[src/rtl/univ_shift_counter_if.sv]
// univ_shift_counter_if: control, data and status bundle of the
// universal counter/shift register; master drives, slave is the register.
interface univ_shift_counter_if #(
  parameter int unsigned WIDTH = 8
);
  logic             SCLR;
  logic [2:0]       MODE;
  logic             ENP;
  logic             ENT;
  logic [WIDTH-1:0] D;
  logic             SL_IN;
  logic             SR_IN;
  logic [WIDTH-1:0] Q;
  logic             RCO;
  logic             SO;
  logic             WRAP;

  modport master (
    output SCLR, MODE, ENP, ENT, D,
    output SL_IN, SR_IN,
    input  Q, RCO, SO, WRAP
  );

  modport slave (
    input  SCLR, MODE, ENP, ENT, D,
    input  SL_IN, SR_IN,
    output Q, RCO, SO, WRAP
  );
endinterface

[src/rtl/univ_shift_counter.sv]
// univ_shift_counter: up/down modulo-N counter, parallel-load register
// and shift/rotate register in one block, cascadable through ENT/RCO.
module univ_shift_counter #(
  parameter int unsigned     WIDTH   = 8,
  parameter longint unsigned MODULUS = 64'd1 << WIDTH,
  parameter int unsigned     RST_VAL = 0
) (
  input logic                CLK,
  input logic                CLR_n,
  univ_shift_counter_if.slave bus
);

  localparam logic [2:0] M_HOLD = 3'b000;
  localparam logic [2:0] M_UP   = 3'b001;
  localparam logic [2:0] M_DOWN = 3'b010;
  localparam logic [2:0] M_LOAD = 3'b011;
  localparam logic [2:0] M_SHL  = 3'b100;
  localparam logic [2:0] M_SHR  = 3'b101;
  localparam logic [2:0] M_ROL  = 3'b110;
  localparam logic [2:0] M_ROR  = 3'b111;

  localparam logic [WIDTH-1:0] MAXV =
    WIDTH'(MODULUS - 64'd1);
  localparam logic [WIDTH-1:0] RSTV =
    WIDTH'(RST_VAL);

  if (WIDTH < 2 || WIDTH > 32 ||
      MODULUS < 2 ||
      MODULUS > (64'd1 << WIDTH) ||
      64'(RST_VAL) >= MODULUS) begin : g_bad_param
    $error("univ_shift_counter: illegal WIDTH/MODULUS/RST_VAL");
  end

  logic [WIDTH-1:0] r_q;
  logic [WIDTH-1:0] w_q_nxt;
  logic             r_so;
  logic             w_so_nxt;
  logic             r_wrap;
  logic             w_wrap_nxt;
  logic             w_top;
  logic             w_bot;
  logic             w_cnt_en;

  // Loaded values above MODULUS-1 count as "at top" so UP still wraps.
  assign w_top    = (r_q >= MAXV);
  assign w_bot    = (r_q == '0);
  assign w_cnt_en = bus.ENP & bus.ENT;

  always_comb begin
    w_q_nxt    = r_q;
    w_so_nxt   = r_so;
    w_wrap_nxt = 1'b0;
    unique case (bus.MODE)
      M_HOLD: begin
      end
      M_UP: begin
        if (w_cnt_en) begin
          w_q_nxt    = w_top ? '0 : r_q + WIDTH'(1);
          w_wrap_nxt = w_top;
        end
      end
      M_DOWN: begin
        if (w_cnt_en) begin
          w_q_nxt    = w_bot ? MAXV : r_q - WIDTH'(1);
          w_wrap_nxt = w_bot;
        end
      end
      M_LOAD: begin
        w_q_nxt = bus.D;
      end
      M_SHL: begin
        w_q_nxt  = {r_q[WIDTH-2:0], bus.SL_IN};
        w_so_nxt = r_q[WIDTH-1];
      end
      M_SHR: begin
        w_q_nxt  = {bus.SR_IN, r_q[WIDTH-1:1]};
        w_so_nxt = r_q[0];
      end
      M_ROL: begin
        w_q_nxt  = {r_q[WIDTH-2:0], r_q[WIDTH-1]};
        w_so_nxt = r_q[WIDTH-1];
      end
      M_ROR: begin
        w_q_nxt  = {r_q[0], r_q[WIDTH-1:1]};
        w_so_nxt = r_q[0];
      end
    endcase
  end

  always_ff @(posedge CLK or negedge CLR_n) begin
    if (!CLR_n) begin
      r_q    <= RSTV;
      r_so   <= 1'b0;
      r_wrap <= 1'b0;
    end else if (bus.SCLR) begin
      r_q    <= RSTV;
      r_so   <= 1'b0;
      r_wrap <= 1'b0;
    end else begin
      r_q    <= w_q_nxt;
      r_so   <= w_so_nxt;
      r_wrap <= w_wrap_nxt;
    end
  end

  // RCO ignores ENP so a cascade can look ahead while paused.
  assign bus.RCO = bus.ENT &
    (((bus.MODE == M_UP) & w_top) |
     ((bus.MODE == M_DOWN) & w_bot));

  assign bus.Q    = r_q;
  assign bus.SO   = r_so;
  assign bus.WRAP = r_wrap;

endmodule
[src/flat_wrapper.sv]
// flat-port wrapper written by rule: the top's interface ports become plain ports
module univ_shift_counter_flat 
#(
  parameter int unsigned     WIDTH   = 8,
  parameter longint unsigned MODULUS = 64'd1 << WIDTH,
  parameter int unsigned     RST_VAL = 0
)
  (CLK, CLR_n, bus_SCLR, bus_MODE, bus_ENP, bus_ENT, bus_D, bus_SL_IN, bus_SR_IN, bus_Q, bus_RCO, bus_SO, bus_WRAP);
  univ_shift_counter_if #(.WIDTH(WIDTH)) bus_i ();
  input logic CLK;
  input logic CLR_n;
  input wire logic [$bits(bus_i.SCLR)-1:0] bus_SCLR;
  input wire logic [$bits(bus_i.MODE)-1:0] bus_MODE;
  input wire logic [$bits(bus_i.ENP)-1:0] bus_ENP;
  input wire logic [$bits(bus_i.ENT)-1:0] bus_ENT;
  input wire logic [$bits(bus_i.D)-1:0] bus_D;
  input wire logic [$bits(bus_i.SL_IN)-1:0] bus_SL_IN;
  input wire logic [$bits(bus_i.SR_IN)-1:0] bus_SR_IN;
  output wire logic [$bits(bus_i.Q)-1:0] bus_Q;
  output wire logic [$bits(bus_i.RCO)-1:0] bus_RCO;
  output wire logic [$bits(bus_i.SO)-1:0] bus_SO;
  output wire logic [$bits(bus_i.WRAP)-1:0] bus_WRAP;
  assign bus_i.SCLR = bus_SCLR;
  assign bus_i.MODE = bus_MODE;
  assign bus_i.ENP = bus_ENP;
  assign bus_i.ENT = bus_ENT;
  assign bus_i.D = bus_D;
  assign bus_i.SL_IN = bus_SL_IN;
  assign bus_i.SR_IN = bus_SR_IN;
  assign bus_Q = bus_i.Q;
  assign bus_RCO = bus_i.RCO;
  assign bus_SO = bus_i.SO;
  assign bus_WRAP = bus_i.WRAP;
  univ_shift_counter #(.WIDTH(WIDTH), .MODULUS(MODULUS), .RST_VAL(RST_VAL)) u_core (.CLK(CLK), .CLR_n(CLR_n), .bus(bus_i));
endmodule
[config.mk]
export PLATFORM = sky130hd
export DESIGN_NAME = univ_shift_counter_flat
export DESIGN_NICKNAME = d
export VERILOG_FILES = /design/src/rtl/univ_shift_counter_if.sv /design/src/rtl/univ_shift_counter.sv /design/src/flat_wrapper.sv
export SDC_FILE = /design/constraint.sdc
export NUM_CORES = 1
export LEC_CHECK = 0
export ABC_AREA = 1
export CAP_MARGIN = 20
export CORE_ASPECT_RATIO = 1.4
export CORE_MARGIN = 4
export CORE_UTILIZATION = 40
export CTS_CLUSTER_DIAMETER = 200
export CTS_CLUSTER_SIZE = 8
export DETAILED_ROUTE_END_ITERATION = 8
export GPL_ROUTABILITY_DRIVEN = 1
export HOLD_SLACK_MARGIN = 0.03
export PLACE_DENSITY = 0.66
export SLEW_MARGIN = 20
export SYNTH_ARGS = -nofsm -noshare
export SYNTH_HDL_FRONTEND = slang
export SYNTH_SLANG_ARGS = --single-unit
[constraint.sdc]
create_clock -name CLK -period 2.45 [get_ports CLK]
set_input_delay 0.735 -clock CLK [delete_from_list [all_inputs] [get_ports CLK]]
set_output_delay 0.735 -clock CLK [all_outputs]
set_load 0.1 [all_outputs]
==> impl_table.tex, run 1 <==
\begin{tabular}{lr}
\hline
Metric & Value \\
\hline
\multicolumn{2}{l}{\textbf{Outcome}} \\
\quad Outcome & finished, final reports clean \\
\multicolumn{2}{l}{\textbf{Global route}} \\
\quad Via count of the first global-routing pass & 1,431 \\
\quad Wire length of the first global-routing pass & 6330 um \\
\quad Antenna violations before repair & 0 \\
\quad Total global-route track usage & about a fifth \\
\quad Remaining global-route overflow & 0 \\
\quad Largest net degree at the start of global routing & 15 \\
\multicolumn{2}{l}{\textbf{STA}} \\
\quad Setup-failing EPs final & 0 \\
\quad Fin Clk Skew & about 0.0028 ns \\
\quad Clock period minus worst slack & 2.40 ns \\
\quad Worst hold margin & between 0.5 and 0.6 ns \\
\quad Final Hold Fails & 0 \\
\quad Number of pins exceeding their max-slew limit in the final report & 0 \\
\quad Actual transition at the worst max-transition pin & between 0.4 and 0.5 ns \\
\quad Fin crit share & between 90\% and 100\% \\
\quad Relative slew margins & between 70\% and 80\% \\
\quad Peak clock frequency supported by timing & around 420 MHz \\
\multicolumn{2}{l}{\textbf{Die}} \\
\quad Die Y-Extent & 74.1 um \\
\quad Floorplan row count & 23 \\
\quad Initial cell density of the core & 42.6\% \\
\quad Std-Cell Core Area & $\sim$3000 um2 \\
\quad Total die area & a little over 4000 um2 \\
\quad DIE WIDTH & about 55 um \\
\quad IO Count & 29 \\
\multicolumn{2}{l}{\textbf{Power and ir drop}} \\
\quad Power per cell area & around 490 nW/um2 \\
\quad Combinational power share & about 50\% \\
\quad Worst ir drop on vdd & 544 uV \\
\quad Net Sw Frac & between 40\% and 50\% \\
\quad Seq pwr share & a little over a quarter \\
\quad Internal & 465 uW \\
\quad Clock group share of total power & approximately a quarter \\
\quad Standby leakage power & around 0.0009 uW \\
\quad Reported net switching power & between 300 and 400 uW \\
\multicolumn{2}{l}{\textbf{Finish}} \\
\quad Fill cells & about 330 \\
\quad Antenna fix cells & 0 \\
\quad Commonest non-fill, non-tap cells in the layout & sky130\_fd\_sc\_hd\_\_nand2\_1, sky130\_fd\_sc\_hd\_\_nor2\_1, sky130\_fd\_sc\_hd\_\_buf\_4, sky130\_fd\_sc\_hd\_\_nand3\_1, sky130\_fd\_sc\_hd\_\_clkdlybuf4s50\_1 \\
\quad Share of cells above drive strength 1 & roughly 29\% \\
\quad Fraction of the core area covered by cells at the end of the flow & around three fifths \\
\quad Final nets & 282 \\
\quad Multi-input logic area & between 800 and 900 um2 \\
\quad Total area of sequential cells & 265 um2 \\
\quad Most common cell after layout, fill and taps aside & sky130\_fd\_sc\_hd\_\_nand2\_1 \\
\quad Area added between synthesis and finish & 38.6\% \\
\multicolumn{2}{l}{\textbf{Placement}} \\
\quad HPWL after detailed placement & roughly 3100 um \\
\quad Final weighted congestion of routability-driven global placement & between 0.8 and 0.9 \\
\quad I/O Buffers & 28 \\
\multicolumn{2}{l}{\textbf{Worst setup path}} \\
\quad Capturing instance or port of the critical path & bus\_RCO \\
\quad Critical path peak fanout & 4 \\
\quad Category of the critical setup timing path & input pin to primary output \\
\quad RR Startpoint & u\_core.bus.Q[0] \\
\quad Depth of the worst register-to-register path & 9 \\
\quad Startpoint type of the worst setup path & input pin \\
\quad Critical Path Source & bus\_MODE[2] \\
\quad CP required & 1.71 ns \\
\quad Minimum setup slack among reg-to-reg paths & 0.90 ns \\
\quad Critical path capture point type & primary output \\
\quad RR Endpoint & u\_core.bus.Q[6] \\
\quad Arrival time at the worst endpoint & roughly 1.7 ns \\
\multicolumn{2}{l}{\textbf{Route}} \\
\quad Post-Route WL & around 3900 um \\
\quad TritonRoute pass-1 iters & 4 \\
\quad Average detailed-routed wire length per instance & about 13 um \\
\quad Count of antenna-violating nets left after detailed routing & 0 \\
\quad Vias after detailed routing & roughly 1,500 \\
\quad Initial drt markers & between 40 and 50 \\
\quad Avg Vias per Cell & $\sim$5.1 \\
\quad Remaining design rule violation count & 0 \\
\multicolumn{2}{l}{\textbf{Yosys}} \\
\quad Distinct cell type count after synthesis & 27 \\
\quad Total of flip-flops plus latches after synthesis & 10 \\
\quad Post-synthesis average cell area & $\sim$5.7 um2 \\
\quad Count of warnings emitted by yosys & 0 \\
\quad Register area share after synthesis & between 20\% and 30\% \\
\quad Number of standard cells after synthesis & between 200 and 250 \\
\quad Net count after synthesis & approximately 240 \\
\quad Cell area after synthesis & $\sim$1200 um2 \\
\multicolumn{2}{l}{\textbf{Clocking}} \\
\quad Clock buffer count from CTS & 3 \\
\quad Clock root buffer master & sky130\_fd\_sc\_hd\_\_clkbuf\_8 \\
\quad CTS Buffer Depth & 2 \\
\quad Post-CTS Hold Fix Bufs & 0 \\
\quad Clk\_lat worst skew & between 0.2 and 0.25 ns \\
\quad CTS tree & built \\
\quad \# H-tree levels & 1 \\
\quad Total number of clock tree sinks & 10 \\
\quad Clock slew at the register clock pins of the worst setup and hold paths & about 0.05 ns \\
\multicolumn{2}{l}{\textbf{Hold path}} \\
\quad Class of the tightest hold or removal check & flop to flop \\
\multicolumn{2}{l}{\textbf{Flow run}} \\
\quad Total of max-cap violations & 0 \\
\hline
\end{tabular}
[routing by layer]
layer  vias to the layer above  global-route usage (%)  routed length [um]
li1                        780                       -                   -
met2                        50                    36.3                2010
met3                        12                    3.13                 164
met4                         0                    7.03                 110
met1                       659                    21.6                1600
met5                         -                       0                   0
[layout make-up]
| type | count | area share, % |
|---|---|---|
| sequential | 10 | 15.3 |
| tap | 37 | 2.67 |
| inverter | 24 | 5.20 |
| multi-input combinational | 175 | 50.3 |
| timing repair buffer | 47 | 23.3 |
| clock buffer | 4 | 3.18 |
[worst max-delay path, stage by stage]
cell	delay (ns)
sky130_fd_sc_hd__dlygate4sd2_1	0.30
sky130_fd_sc_hd__nor2_4	0.12
sky130_fd_sc_hd__nand2_1	0.07
sky130_fd_sc_hd__nor2_1	0.13
sky130_fd_sc_hd__o21a_4	0.15
sky130_fd_sc_hd__buf_12	0.16
[power groups by stage]
stage	Clock, uW	Combinational (uW)	Sequential, uW
finish	203	418	220
global route	217	456	222
CTS	205	407	220
detailed placement	0	404	223
global placement	0	404	224
floorplan	0	196	307
[registers in the layout, indices dropped and copies added (netlist names)]
| register | flops |
|---|---|
| u_core.bus.SO | 1 |
| u_core.bus.WRAP | 1 |
| u_core.bus.Q | 8 |
[kinds of logic after synthesis]
kind of cell             Yosys count  share of synthesized area (%)
XOR/XNOR                           3                           2.10
adder cells (fa/ha/maj)            3                           3.00
flip-flops                        10                           20.0
AO/OA/AOI/OAI                     18                           9.21
buffers and inverters             33                           12.0
AND/OR/NAND/NOR                  151                           53.7
[stage by stage]
step                      cells  setup slack, ns  TNS (ns)  instance area (um2)  total power (uW)
after global placement      290           -0.171    -0.171                 1640               628
final                       297           0.0487         0                 1730               841
after floorplan             218          0.00849         0                 1270               502
after detailed placement    290           -0.194    -0.194                 1640               626
after global routing        297         -0.00808  -0.00808                 1730               895
after CTS                   295          0.00963         0                 1700               832
[how the worst min path moves through the flow]
stage | to | startpoint | cells past startpoint
2_1_floorplan | u_core.bus.Q[2] | CLR_n | 0
3_3_place_gp | u_core.bus.Q[2] | u_core.bus.Q[2] | 2
3_5_place_dp | u_core.bus.Q[2] | u_core.bus.Q[2] | 2
4_1_cts | u_core.bus.Q[2] | u_core.bus.Q[2] | 2
5_1_grt | u_core.bus.Q[2] | u_core.bus.Q[2] | 2
6_report | u_core.bus.Q[2] | u_core.bus.Q[2] | 2
[what timing repair did]
action	CTS	global route
gates resized for setup	5	6
buffers inserted	1	2
pin swaps	3	1
endpoints found under the setup margin	1	1
cloned	0	0
[Yosys cell counts]
| master | number | area (um2) |
|---|---|---|
| sky130_fd_sc_hd__nor3_1 | 1 | 5.00 |
| sky130_fd_sc_hd__xor2_1 | 3 | 26.3 |
| sky130_fd_sc_hd__buf_6 | 2 | 22.5 |
| sky130_fd_sc_hd__o211ai_1 | 2 | 15.0 |
| sky130_fd_sc_hd__nand3_4 | 1 | 17.5 |
| sky130_fd_sc_hd__nand2_2 | 10 | 62.6 |
| sky130_fd_sc_hd__and2_4 | 1 | 8.76 |
| sky130_fd_sc_hd__o21ai_1 | 1 | 5.00 |
| sky130_fd_sc_hd__a221oi_1 | 1 | 8.76 |
| sky130_fd_sc_hd__o21a_1 | 1 | 7.51 |
| sky130_fd_sc_hd__inv_2 | 8 | 30.0 |
| sky130_fd_sc_hd__ha_1 | 3 | 37.5 |
| sky130_fd_sc_hd__nand2_1 | 67 | 251 |
| sky130_fd_sc_hd__buf_2 | 6 | 30.0 |
| sky130_fd_sc_hd__nor2_4 | 1 | 11.3 |
| sky130_fd_sc_hd__nand4_1 | 9 | 56.3 |
| sky130_fd_sc_hd__nand3_1 | 21 | 105 |
| sky130_fd_sc_hd__o21ai_0 | 4 | 20.0 |
| sky130_fd_sc_hd__nor2_1 | 39 | 146 |
| sky130_fd_sc_hd__o21ai_2 | 1 | 8.76 |
| sky130_fd_sc_hd__o211ai_2 | 1 | 12.5 |
| sky130_fd_sc_hd__a21oi_1 | 5 | 25.0 |
| sky130_fd_sc_hd__buf_4 | 1 | 7.51 |
| sky130_fd_sc_hd__inv_1 | 16 | 60.1 |
| sky130_fd_sc_hd__dfrtp_1 | 10 | 250 |
| sky130_fd_sc_hd__o22ai_1 | 2 | 12.5 |
| sky130_fd_sc_hd__nor2_2 | 1 | 6.26 |
Power figures use the tool's default switching activity.
==> inputs of run 2 (changes only) <==
- CTS_BUF_LIST: unset -> sky130_fd_sc_hd__clkbuf_8 sky130_fd_sc_hd__clkbuf_16
- CTS_CLUSTER_DIAMETER: 200 -> 60
==> results of run 2 <==
Same layout as run 1: the final DEF is identical, and so are final timing and power.
==> inputs of run 3 (changes only) <==
- CTS_CLUSTER_SIZE: 8 -> unset
- PLACE_DENSITY: 0.66 -> unset
- PLACE_DENSITY_LB_ADDON: unset -> 0.08
==> run 3 against run 2 <==
Final area grew 3.2%. Cell count grew 1.3%. Fmax is essentially flat. Clock power grew 6%. Clock-buffer cell count is the same. Utilization grew 1.9 points. Critical path depth is the same. Combinational power grew 8.9%. Via count grew 0.67%. Clock skew shrank 0.00058 ns. Worst hold slack lost 0.044 ns. Die area is the same. Critical path type unchanged.
==> impl_table.tex, run 3 (synthesis gave the netlist of run 1 again) <==
\begin{tabular}{lr}
\hline
Metric & Value \\
\hline
\multicolumn{2}{l}{\textbf{Outcome}} \\
\quad Outcome & finished, final reports clean \\
\multicolumn{2}{l}{\textbf{Placement}} \\
\quad I/O Buffers & 28 (unchanged) \\
\quad Post-placement cell count & 293 (+1.0\%) \\
\quad Final weighted congestion of routability-driven global placement & 0.986 (+12\%) \\
\quad HPWL after detailed placement & 3230 um (+2.7\%) \\
\quad Post-detailed-placement cell area & 1670 um2 (+1.4\%) \\
\quad Post-Place Setup Slack & -0.191 ns (+0.00270 ns) \\
\multicolumn{2}{l}{\textbf{Global route}} \\
\quad Via count of the first global-routing pass & 1,471 (+2.8\%) \\
\quad Total global-route track usage & 21.0\% (+1.9 points) \\
\quad Largest net degree at the start of global routing & 13 (-2) \\
\quad Remaining global-route overflow & 0 (unchanged) \\
\quad Wire length of the first global-routing pass & 6760 um (+6.8\%) \\
\quad Antenna violations before repair & 0 (unchanged) \\
\multicolumn{2}{l}{\textbf{STA}} \\
\quad Relative slew margins & 68.7\% (-1.5 points) \\
\quad Peak clock frequency supported by timing & 417 MHz (about the same) \\
\quad Fin crit share & 97.9\% (about the same) \\
\quad Setup TNS & 0 ns (unchanged) \\
\quad Final Hold Fails & 0 (unchanged) \\
\quad Fin Clk Skew & 0.00222 ns (-0.000577 ns) \\
\quad Clock period minus worst slack & 2.40 ns (-0.00166 ns) \\
\quad Actual transition at the worst max-transition pin & 0.468 ns (+0.0229 ns) \\
\quad Post-route worst setup slack & 0.0504 ns (+0.00166 ns) \\
\quad Number of pins exceeding their max-slew limit in the final report & 0 (unchanged) \\
\quad Setup-failing EPs final & 0 (unchanged) \\
\multicolumn{2}{l}{\textbf{Worst setup path}} \\
\quad Critical path peak fanout & 3 (-1) \\
\quad Biggest cell delay along the critical path & 0.28 ns (-0.02 ns) \\
\quad Crit-path slowest cell & sky130\_fd\_sc\_hd\_\_dlygate4sd2\_1 \\
\quad Critical path capture point type & primary output \\
\quad Gate family responsible for the most delay along the worst path & buffers and inverters \\
\quad CP required & 1.71 ns (about the same) \\
\quad Critical path, cell by cell & dlygate4sd2\_1 -> nor2\_4 -> nand2\_1 -> nor2\_1 -> o21a\_4 -> buf\_12 \\
\quad Buffer and inverter count on the worst path & 2 (unchanged) \\
\quad Arrival time at the worst endpoint & 1.66 ns (about the same) \\
\quad Category of the critical setup timing path & input pin to primary output \\
\quad Startpoint type of the worst setup path & input pin \\
\multicolumn{2}{l}{\textbf{Route}} \\
\quad TritonRoute pass-1 iters & 4 (unchanged) \\
\quad Average detailed-routed wire length per instance & 13.7 um (+4.7\%) \\
\quad Avg Vias per Cell & 5.02 (-0.67\%) \\
\quad Remaining design rule violation count & 0 (unchanged) \\
\quad Vias after detailed routing & 1,511 (+0.67\%) \\
\quad Count of antenna-violating nets left after detailed routing & 0 (unchanged) \\
\quad Post-Route WL & 4120 um (+6.1\%) \\
\quad Initial drt markers & 65 (+35\%) \\
\multicolumn{2}{l}{\textbf{Finish}} \\
\quad Commonest non-fill, non-tap cells in the layout & sky130\_fd\_sc\_hd\_\_nand2\_1, sky130\_fd\_sc\_hd\_\_nor2\_1, sky130\_fd\_sc\_hd\_\_buf\_4, sky130\_fd\_sc\_hd\_\_nand3\_1, sky130\_fd\_sc\_hd\_\_clkdlybuf4s50\_1 \\
\quad Final nets & 286 (+1.4\%) \\
\quad Area added between synthesis and finish & 43.0\% \\
\quad Number of flip-flops in the largest register & 8 (unchanged) \\
\quad Antenna fix cells & 0 (unchanged) \\
\quad Final Instance Count excl. Fillers & 301 (+1.3\%) \\
\quad Most common cell after layout, fill and taps aside & sky130\_fd\_sc\_hd\_\_nand2\_1 \\
\quad Share of cells above drive strength 1 & 30.3\% (+1.5 points) \\
\quad Fill cells & 304 (-6.5\%) \\
\quad Total non-filler cell area in the finished layout & 1790 um2 (+3.2\%) \\
\multicolumn{2}{l}{\textbf{Clocking}} \\
\quad Clock buffer count from CTS & 3 (unchanged) \\
\quad Total number of clock tree sinks & 10 (unchanged) \\
\quad Clock root buffer master & sky130\_fd\_sc\_hd\_\_clkbuf\_8 \\
\quad \# H-tree levels & 1 (unchanged) \\
\quad Post-CTS Hold Fix Bufs & 0 (unchanged) \\
\quad Clock slew at the register clock pins of the worst setup and hold paths & 0.05 ns (about the same) \\
\quad CTS tree & built \\
\quad CTS Buffer Depth & 2 (unchanged) \\
\quad Clk\_lat worst skew & 0.24 ns (about the same) \\
\multicolumn{2}{l}{\textbf{Flow run}} \\
\quad Total of max-cap violations & 0 (unchanged) \\
\multicolumn{2}{l}{\textbf{Hold path}} \\
\quad Class of the tightest hold or removal check & flop to flop \\
\multicolumn{2}{l}{\textbf{Power and ir drop}} \\
\quad Standby leakage power & 0.000901 uW (+2.9\%) \\
\quad Worst ir drop on vdd & 233 uV (-57\%) \\
\quad Power per cell area & 492 nW/um2 (+1.5\%) \\
\quad Post-layout total power & 880 uW (+4.7\%) \\
\multicolumn{2}{l}{\textbf{Die}} \\
\quad Floorplan row count & 23 (unchanged) \\
\quad Total die area & 4100 um2 (unchanged) \\
\quad Initial cell density of the core & 42.6\% (unchanged) \\
\quad DIE WIDTH & 55.2 um (unchanged) \\
\quad Die Y-Extent & 74.1 um (unchanged) \\
\quad IO Count & 29 (unchanged) \\
\quad Std-Cell Core Area & 2940 um2 (unchanged) \\
\hline
\end{tabular}
==> run 3: per-stage QoR <==
stage	hold slack [ns]	utilization [%]
floorplan	0.439	-
global placement	0.521	56.8
detailed placement	0.523	56.8
CTS	0.535	59.6
global route	0.565	60.9
finish	0.534	60.9
==> run 3: area by class of cell <==
class                           instances  area (um2)  area share, %
Tap cell                               37        46.3           2.59
Multi-Input combinational cell        175         897           50.2
Inverter                               24        90.1           5.04
Clock buffer                            4        55.1           3.08
Timing Repair Buffer                   51         434           24.3
Sequential cell                        10         265           14.8
==> run 3: repair_timing <==
item	4_1_cts	5_1_grt
buffers inserted	3	1
endpoints found under the setup margin	1	1
gates resized for setup	7	8
cloned	0	0
pin swaps	0	3
==> run 3: final timing paths <==
check	from	end	slack, ns	cells past startpoint
min in group asynchronous	CLR_n	u_core.bus.Q[1]	0.81	1
setup / recovery	bus_MODE[2]	bus_RCO	0.05	6
max in group asynchronous	CLR_n	u_core.bus.Q[0]	1.28	1
setup reg to reg	u_core.bus.Q[3]	u_core.bus.Q[7]	0.79	11
hold reg to reg	u_core.bus.Q[5]	u_core.bus.Q[5]	0.53	2
hold / removal	u_core.bus.Q[5]	u_core.bus.Q[5]	0.53	2
==> run 3: metal layers <==
layer | up-vias | routed length, um | global-route usage, %
li1 | 782 | - | -
met1 | 659 | 1590 | 23.1
met2 | 58 | 2170 | 37.9
met3 | 12 | 263 | 3.82
met4 | 0 | 95 | 12.7
met5 | - | 0 | 0
==> run 3: tightest hold or removal path, cell delays in order, from the launching register on <==
cell and delay [ns]:
sky130_fd_sc_hd__dfrtp_2 0.39, sky130_fd_sc_hd__nand2_2 0.06, sky130_fd_sc_hd__nand2_1 0.05
==> run 3: report_power, final <==
part | switching, uW | internal (uW) | total (uW) | leakage, uW
clock | 73.2 | 142 | 215 | 0.0000288
sequential | 26.7 | 184 | 210 | 0.000122
combinational | 302 | 153 | 455 | 0.000750
